==> src/rtl/rv32i_pkg.sv <==
// Shared RV32I front-end definitions.
// Contents:
//   XLEN          - architectural register/address width (32)
//   NOP           - canonical no-op instruction (addi x0, x0, 0)
//   fetch_state_e - fetch FSM states (RUN, TRAP_HOLD)
//   ifid_t        - IF/ID pipeline register payload
//   word_align    - clears the two low address bits
package rv32i_pkg;

  localparam int unsigned XLEN = 32;
  localparam logic [XLEN-1:0] NOP = 32'h0000_0013;

  typedef enum logic {
    RUN       = 1'b0,
    TRAP_HOLD = 1'b1
  } fetch_state_e;

  typedef struct packed {
    logic            valid;
    logic [XLEN-1:0] inst;
    logic [XLEN-1:0] pc;
    logic [XLEN-1:0] pc4;
    logic            trap;
  } ifid_t;

  function automatic logic [XLEN-1:0] word_align(input logic [XLEN-1:0] a);
    return {a[XLEN-1:2], 2'b00};
  endfunction

endpackage

==> src/rtl/fetch_stage_if.sv <==
// Instruction-memory read bus between the fetch stage and imem.
// Signals:
//   imem_raddr - word-aligned read address (fetch -> imem)
//   imem_rdata - instruction word, combinational for imem_raddr (imem -> fetch)
// Modports: master (fetch side), slave (memory side).
interface fetch_stage_if;
  import rv32i_pkg::*;

  logic [XLEN-1:0] imem_raddr;
  logic [XLEN-1:0] imem_rdata;

  modport master (output imem_raddr, input  imem_rdata);
  modport slave  (input  imem_raddr, output imem_rdata);
endinterface

==> src/rtl/fetch_stage_ifid_pipe_reg.sv <==
// IF/ID pipeline register.
// Ports:
//   i_clk, i_rst - clock, synchronous active-high reset
//   i_clear      - kill entry: valid=0, inst=NOP, trap=0 (pc/pc4 kept)
//   i_load       - capture i_d
//   i_d, o_q     - next / current entry
// Priority: reset > clear > load > hold.
module ifid_pipe_reg
  import rv32i_pkg::*;
(
  input  logic  i_clk,
  input  logic  i_rst,
  input  logic  i_load,
  input  logic  i_clear,
  input  ifid_t i_d,
  output ifid_t o_q
);

  always_ff @(posedge i_clk) begin
    if (i_rst) begin
      o_q.valid <= 1'b0;
      o_q.inst  <= NOP;
      o_q.pc    <= '0;
      o_q.pc4   <= '0;
      o_q.trap  <= 1'b0;
    end else if (i_clear) begin
      o_q.valid <= 1'b0;
      o_q.inst  <= NOP;
      o_q.trap  <= 1'b0;
    end else if (i_load) begin
      o_q <= i_d;
    end
  end

endmodule

==> src/rtl/fetch_stage.sv <==
// RV32I instruction fetch stage: PC register, redirect/stall/flush control
// and the IF/ID pipeline register.
// Ports:
//   i_clk, i_rst           - clock, synchronous active-high reset
//   imem                   - imem read bus (fetch_stage_if.master)
//   i_stall                - decode cannot accept; hold PC and IF/ID
//   i_flush                - kill the current IF/ID entry
//   i_redirect_valid/_pc   - taken branch/jump target from downstream
//   o_id_valid/inst/pc/pc4 - IF/ID entry
//   o_id_trap              - misaligned fetch-target trap flag
// Parameter: RESET_ADDR - PC loaded on reset.
// Build option: define FETCH_MISALIGN_TRAP_EN to trap on misaligned redirect
// targets; otherwise the low target bits are silently cleared.
module fetch_stage
  import rv32i_pkg::*;
#(
  parameter logic [31:0] RESET_ADDR = 32'h0000_0000
) (
  input  logic                i_clk,
  input  logic                i_rst,
  fetch_stage_if.master       imem,
  input  logic                i_stall,
  input  logic                i_flush,
  input  logic                i_redirect_valid,
  input  logic [XLEN-1:0]     i_redirect_pc,
  output logic                o_id_valid,
  output logic [XLEN-1:0]     o_id_inst,
  output logic [XLEN-1:0]     o_id_pc,
  output logic [XLEN-1:0]     o_id_pc4,
  output logic                o_id_trap
);

`ifdef FETCH_MISALIGN_TRAP_EN
  localparam bit TRAP_EN = 1'b1;
`else
  localparam bit TRAP_EN = 1'b0;
`endif

  fetch_state_e    state;
  logic [XLEN-1:0] pc;
  logic [XLEN-1:0] pc_plus4;
  logic [XLEN-1:0] trap_pc;
  logic            trap_pending;
  logic            redirect_misaligned;
  logic            ifid_load;
  logic            ifid_clear;
  ifid_t           ifid_d;
  ifid_t           ifid_q;

  assign imem.imem_raddr = pc;
  assign pc_plus4        = pc + 32'd4;

  // With the trap disabled this is constant 0, so TRAP_HOLD is unreachable.
  assign redirect_misaligned = TRAP_EN && (i_redirect_pc[1:0] != 2'b00);

  // A misaligned redirect takes two edges: the first kills IF/ID and parks
  // PC on the aligned word, the second (trap_pending) captures the trap
  // entry carrying the original unmasked target.
  always_comb begin
    ifid_load       = 1'b0;
    ifid_clear      = 1'b0;
    ifid_d.valid    = 1'b1;
    ifid_d.inst     = imem.imem_rdata;
    ifid_d.pc       = pc;
    ifid_d.pc4      = pc_plus4;
    ifid_d.trap     = 1'b0;
    if (i_redirect_valid) begin
      ifid_clear = 1'b1;
    end else if (trap_pending) begin
      ifid_load   = 1'b1;
      ifid_d.pc   = trap_pc;
      ifid_d.pc4  = trap_pc + 32'd4;
      ifid_d.trap = 1'b1;
    end else if (state == TRAP_HOLD) begin
      ifid_load = 1'b0;
    end else if (i_flush) begin
      ifid_clear = 1'b1;
    end else if (!i_stall) begin
      ifid_load = 1'b1;
    end
  end

  always_ff @(posedge i_clk) begin
    if (i_rst) begin
      state        <= RUN;
      pc           <= word_align(RESET_ADDR);
      trap_pc      <= '0;
      trap_pending <= 1'b0;
    end else if (i_redirect_valid) begin
      pc           <= word_align(i_redirect_pc);
      trap_pc      <= i_redirect_pc;
      trap_pending <= redirect_misaligned;
      state        <= redirect_misaligned ? TRAP_HOLD : RUN;
    end else if (state == TRAP_HOLD) begin
      trap_pending <= 1'b0;
    end else if (!i_stall) begin
      pc <= pc_plus4;
    end
  end

  ifid_pipe_reg u_ifid (
    .i_clk   (i_clk),
    .i_rst   (i_rst),
    .i_load  (ifid_load),
    .i_clear (ifid_clear),
    .i_d     (ifid_d),
    .o_q     (ifid_q)
  );

  assign o_id_valid = ifid_q.valid;
  assign o_id_inst  = ifid_q.inst;
  assign o_id_pc    = ifid_q.pc;
  assign o_id_pc4   = ifid_q.pc4;
  assign o_id_trap  = ifid_q.trap & TRAP_EN;

endmodule

==> src/flat_wrapper.sv <==
// flat-port wrapper written by rule: the top's interface ports become plain ports
module fetch_stage_flat import rv32i_pkg::*;
#(
  parameter logic [31:0] RESET_ADDR = 32'h0000_0000
)
  (i_clk, i_rst, i_stall, i_flush, i_redirect_valid, i_redirect_pc, o_id_valid, o_id_inst, o_id_pc, o_id_pc4, o_id_trap, imem_imem_raddr, imem_imem_rdata);
  fetch_stage_if imem_i ();
  input  logic i_clk;
  input  logic i_rst;
  input  logic i_stall;
  input  logic i_flush;
  input  logic i_redirect_valid;
  input  logic [XLEN-1:0] i_redirect_pc;
  output logic o_id_valid;
  output logic [XLEN-1:0] o_id_inst;
  output logic [XLEN-1:0] o_id_pc;
  output logic [XLEN-1:0] o_id_pc4;
  output logic o_id_trap;
  output wire logic [$bits(imem_i.imem_raddr)-1:0] imem_imem_raddr;
  input wire logic [$bits(imem_i.imem_rdata)-1:0] imem_imem_rdata;
  assign imem_imem_raddr = imem_i.imem_raddr;
  assign imem_i.imem_rdata = imem_imem_rdata;
  fetch_stage #(.RESET_ADDR(RESET_ADDR)) u_core (.i_clk(i_clk), .i_rst(i_rst), .imem(imem_i), .i_stall(i_stall), .i_flush(i_flush), .i_redirect_valid(i_redirect_valid), .i_redirect_pc(i_redirect_pc), .o_id_valid(o_id_valid), .o_id_inst(o_id_inst), .o_id_pc(o_id_pc), .o_id_pc4(o_id_pc4), .o_id_trap(o_id_trap));
endmodule
==> config.mk <==
export PLATFORM = sky130hd
export DESIGN_NAME = fetch_stage_flat
export DESIGN_NICKNAME = d
export VERILOG_FILES = /design/src/rtl/rv32i_pkg.sv /design/src/rtl/fetch_stage_if.sv /design/src/rtl/fetch_stage_ifid_pipe_reg.sv /design/src/rtl/fetch_stage.sv /design/src/flat_wrapper.sv
export SDC_FILE = /design/constraint.sdc
export NUM_CORES = 1
export LEC_CHECK = 0
export CAP_MARGIN = 20
export CORE_MARGIN = 3
export CORE_UTILIZATION = 50
export CTS_BUF_LIST = sky130_fd_sc_hd__clkbuf_8
export CTS_CLUSTER_DIAMETER = 80
export CTS_CLUSTER_SIZE = 10
export DETAILED_ROUTE_END_ITERATION = 10
export DONT_BUFFER_PORTS = 1
export PLACE_DENSITY = 0.67
export SLEW_MARGIN = 0
export SYNTH_ARGS = -nofsm -noshare
export SYNTH_HDL_FRONTEND = slang
export SYNTH_SLANG_ARGS = --single-unit
export TNS_END_PERCENT = 50
==> constraint.sdc <==
create_clock -name i_clk -period 2.29 [get_ports i_clk]
set_input_delay 0.458 -clock i_clk [delete_from_list [all_inputs] [get_ports i_clk]]
set_output_delay 0.458 -clock i_clk [all_outputs]
set_load 0.1 [all_outputs]
* Word-level counts from Yosys, hierarchy flattened
Index checks and enable logic that the tools add are counted. W data, S select, Z words.
Cells by class: $add $sub $neg 1, eq/ne operators 1, muxes and demuxes 7, bitwise gates (word level) 1, reductions and logical operators 3
Operators with widths (number):
- $mux W32 | 2
- $add A32 B3 Y32 const B | 1
- $mux W1 | 5
- $reduce_or A2 Y1 | 2
- $ne A2 B1 Y1 const B | 1
- $reduce_and A2 Y1 | 1
- $not A1 Y1 | 1
Word-level totals: register bits after elaboration 129, bits of input ports 69, output and inout bits 130, word-level logic and storage cells 19

* Longest topological paths before layout
depth after elaboration 4, gate-level depth with buffers 8, mapped depth without buffers 5

* Modules after synthesis
A second synthesis with hierarchy kept.
Unflattened totals: cell total of the unflattened synthesis 740, area, all modules 7011.7 um2
Modules (own cells, without submodules):
- ifid_pipe_reg | instances 1, cells an instance 404, area each 4479.3 um2, sequential area each 1961.9 um2
- fetch_stage | instances 1, cells an instance 336, area each 2532.4 um2, sequential area each 600.6 um2

* Least setup slack after synthesis
OpenSTA, ideal clock, no wires.
path type reg2reg, start point register u_core.pc[2] (netlist: u_core.imem.imem_raddr[2]), end point register u_core.u_ifid.o_q[23] in the netlist's numbering, setup time 0.091 ns, arrival time 2.149 ns, required time 2.199 ns, setup slack 0.050 ns, cell stages (with the launch flop) 7, path buffers 1, path through dfxtp_1 ha_1 nand3_1 or4_1 clkbuf_1 or3_1 a311oi_1
Between the ends: longest elaborated chain between the ends 1
Ends and longest elaborated chain:
- from (decl) | line fetch_stage.sv:40 | logic [XLEN-1:0] pc;
- from (signal assigned) | line fetch_stage.sv:86 | pc <= word_align(RESET_ADDR);
- from (signal assigned) | line fetch_stage.sv:90 | pc <= word_align(i_redirect_pc);
- from (signal assigned) | line fetch_stage.sv:97 | pc <= pc_plus4;
- $add A32 B3 Y32 | line fetch_stage.sv:51 | assign pc_plus4 = pc + 32'd4;
- to (signal assigned) | line fetch_stage_ifid_pipe_reg.sv:31 | o_q <= i_d;
- to (decl) | line fetch_stage_ifid_pipe_reg.sv:16 | output ifid_t o_q
Every way passes these cells. A chain may end at the register's enable or synchronous reset.

* Worst setup path after layout
start point register u_core.pc[12] (netlist: u_core.imem.imem_raddr[12]), end point register u_core.u_ifid.o_q[32] in the netlist's numbering
The elaborated chain is that of the path after synthesis.

==> results_dict.tcl <==
set metrics [dict create \
    final.period_utilization_pct 93.90 \
    hold_path.class "in2reg" \
    clock.fmax_mhz 465.0 \
    netlist_area_sq_um 5618 \
    dp_hpwl_um 11310 \
    clkTransAtPathRegs_ps 70 \
    die_y_um 112 \
    clk_latency_ps 450 \
    grt_max_degree 97 \
    synth-simple-area-share_pct 22.85 \
    met2_usage_pct 39.85 \
    synth-compound-area-share_pct 18.64 \
    finalSetupViolations 0 \
    fin_worst_skew_ps 16.66 \
    synth_cells 707 \
    synth_top_family_by_area "simple AND/OR/NAND/NOR gates" \
    tightest_slew_ps 637.2 \
    synth-edff-count 0 \
    fin_nets 842 \
    ant_nets 0 \
    gp_congestion 0.8859 \
    drc_errors 0 \
    dieArea_sq_um 12540 \
    layout_commonest_cell "buf_4" \
    cp.arrival_ps 2500 \
    crit_path_start "u_core.imem.imem_raddr[12]$_SDFFE_PP0P_" \
    met3_usage_pct 9.728 \
    worst-setup-path-type "reg2reg" \
    gr-total-overflow 0 \
    run_status "finished clean" \
    cp-start-kind "register" \
    synth.mux.area_fraction_pct 0.1782 \
    pre_cts_ws_ps -10.60 \
    numCtsBuffers 17 \
    grt_pass1_wl_um 25330 \
    fin_crit_ps 2150 \
    syn_avg_cell_area_sq_um 7.946 \
    synth.top_cell.area_share_pct 43.83 \
    end_kind "register" \
    final.setup.tns_ps 0 \
    top_usage_layer "met2" \
    synthAdderAreaFrac_pct 0.2227 \
    coreArea_sq_um 10890 \
    drt_pass1_iterations 5 \
    total_power_uw 5368 \
    peakVddDrop_mv 0.4784 \
    fp.dieW_um 112 \
    cts_tree "yes" \
    p_per_area_nw_per_um2 790.6 \
    critPathMaxFanout 32 \
    routed_via_density 5.592 \
    yosys_warnings 0 \
    ys_seq_area_share_pct 43.83 \
    required_ps 2640 \
    h-tree-depth 4 \
    drtIter0Drc 363 \
    cts_sinks 123 \
    max-slew-margin-rel_pct 57.13 \
    ys_ff_latch 123 \
    slew_viol_final 0 \
    grt_use_met1_pct 30.57 \
    grt_usage_pct 24.98 \
    power_leakage_uw 0.002506 \
    finalHoldViolCount 0 \
    maxCapViolCount 0 \
    wl_per_cell_um 16.92 \
    synth_xor_xnor_area_share_pct 3.742 \
    initial_utilization_pct 51.60 \
    synthFlopType "dfxtp_1" \
    yosys.area.top_type "dfxtp_1" \
    num_rows 38 \
    async_flop_share_pct 0 \
    postCtsSetupRepairBufs 0 \
    diodes 0 \
    clock-root-buffer "clkbuf_8" \
    synth_area_leaders "dfxtp_1 (44%), nand2_1 (9.1%), a21oi_1 (6.4%), buf_4 (5.2%), nor2_1 (4.2%)" \
    area_growth_pct 20.87 \
    post-route-worst-setup-slack_ps 139.7 \
    antenna_found_initial 0 \
    drive_gt1_share_pct 22.80 \
    synthDistinctLibCells 45 \
    top_level_ports 199 \
    final_cell_mix "buf_4 (139), nand2_1 (136), dfxtp_1 (121), a21oi_1 (72), nor2_1 (61)" \
    rsz0062_at_grt "false" \
    grt_pass1_vias 5037 \
    port_buffers 0 \
    clk_path_buf_depth 2 \
    wirelength_um 15650 \
    r2r_start "u_core.imem.imem_raddr[12]$_SDFFE_PP0P_" \
    post-route-util_pct 62.37 \
    hold_path_startpoint "i_rst" \
    via_count 5173 \
]
metrics by stage:
| stage | area [sq um] | instances | hold slack [ps] |
|---|---|---|---|
| floorplan | 5640 | 713 | 478.1 |
| global placement | 6357 | 894 | 436.0 |
| detailed placement | 6357 | 894 | 449.6 |
| CTS | 6783 | 926 | 67.32 |
| global route | 6790 | 925 | 55.22 |
| finish | 6790 | 925 | 81.09 |
worst paths after layout:
kind / slack [ps] / depth (start not counted) / endpoint
hold reg to reg: 460 / 2 / u_core.u_ifid.o_q[61]$_SDFFE_PP0P_
hold / removal: 80 / 1 / u_core.u_ifid.o_q[63]$_SDFFE_PP0P_
setup reg to reg: 140 / 4 / u_core.u_ifid.o_q[32]$_SDFFE_PP0P_
setup / recovery: 140 / 4 / u_core.u_ifid.o_q[32]$_SDFFE_PP0P_
registers in the layout (all words and copies together), names as in the netlist:
signal	flops
u_core.u_ifid.o_q	93
u_core.imem.imem_raddr	30
power by group:
part	switching [uW]	internal, uW	total, uW
combinational	873	208	1080
clock	819	1200	2020
sequential	45.2	2220	2270
total	1740	3630	5370
cell usage after synthesis, types with 4 or more instances:
| cell | count |
|---|---|
| inv_1 | 12 |
| nor3_1 | 12 |
| buf_2 | 7 |
| buf_4 | 39 |
| or4_1 | 15 |
| nor2_1 | 63 |
| clkbuf_1 | 48 |
| or3_1 | 16 |
| dfxtp_1 | 123 |
| a211oi_1 | 24 |
| nand2_1 | 136 |
| a21oi_1 | 72 |
| a311oi_1 | 25 |
| o31ai_1 | 11 |
| buf_1 | 4 |
| nand4_1 | 6 |
| o21ai_0 | 15 |
| nand3_1 | 14 |
| nor4_1 | 6 |
| xnor2_1 | 22 |
area by class of cell:
cell class | instances | area, sq um
fill | 963 | 4098
tap | 140 | 175.2
multi-input combinational | 477 | 2614
inverter | 13 | 48.80
timing repair buffer | 140 | 1064
sequential | 123 | 2465
clock inverter | 10 | 121.4
clock buffer | 22 | 302.8
worst max-delay path, cell delays in order, from the launching register on:
cell and delay (ps):
dfxtp_1 400, nand4_4 170, or4_4 720, or4_1 520, a311oi_1 250
cell families after synthesis:
family / after synthesis
AND/OR/NAND/NOR: 282
AO/OA/AOI/OAI: 162
flip-flops: 123
buffers and inverters: 113
XOR/XNOR: 24
adder cells (fa/ha/maj): 1
other: 1
multiplexers: 1
routing by layer:
| metal | routed length, um | vias to the layer above | part of all wire (%) |
|---|---|---|---|
| met2 | 7389 | 214 | 47 |
| met4 | 238 | 0 | 1.5 |
| met1 | 6295 | 2393 | 40 |
| li1 | - | 2545 | - |
| met5 | 0 | - | 0 |
| met3 | 1723 | 21 | 11 |
what timing repair did:
action | CTS | global route
gates resized for setup | 1 | 4
setup endpoints to repair | 2 | 4
pin swaps | 0 | 2
hold buffers | 0 | 0
cloned | 0 | 0
No activity file was read; power rests on OpenSTA's default activity.
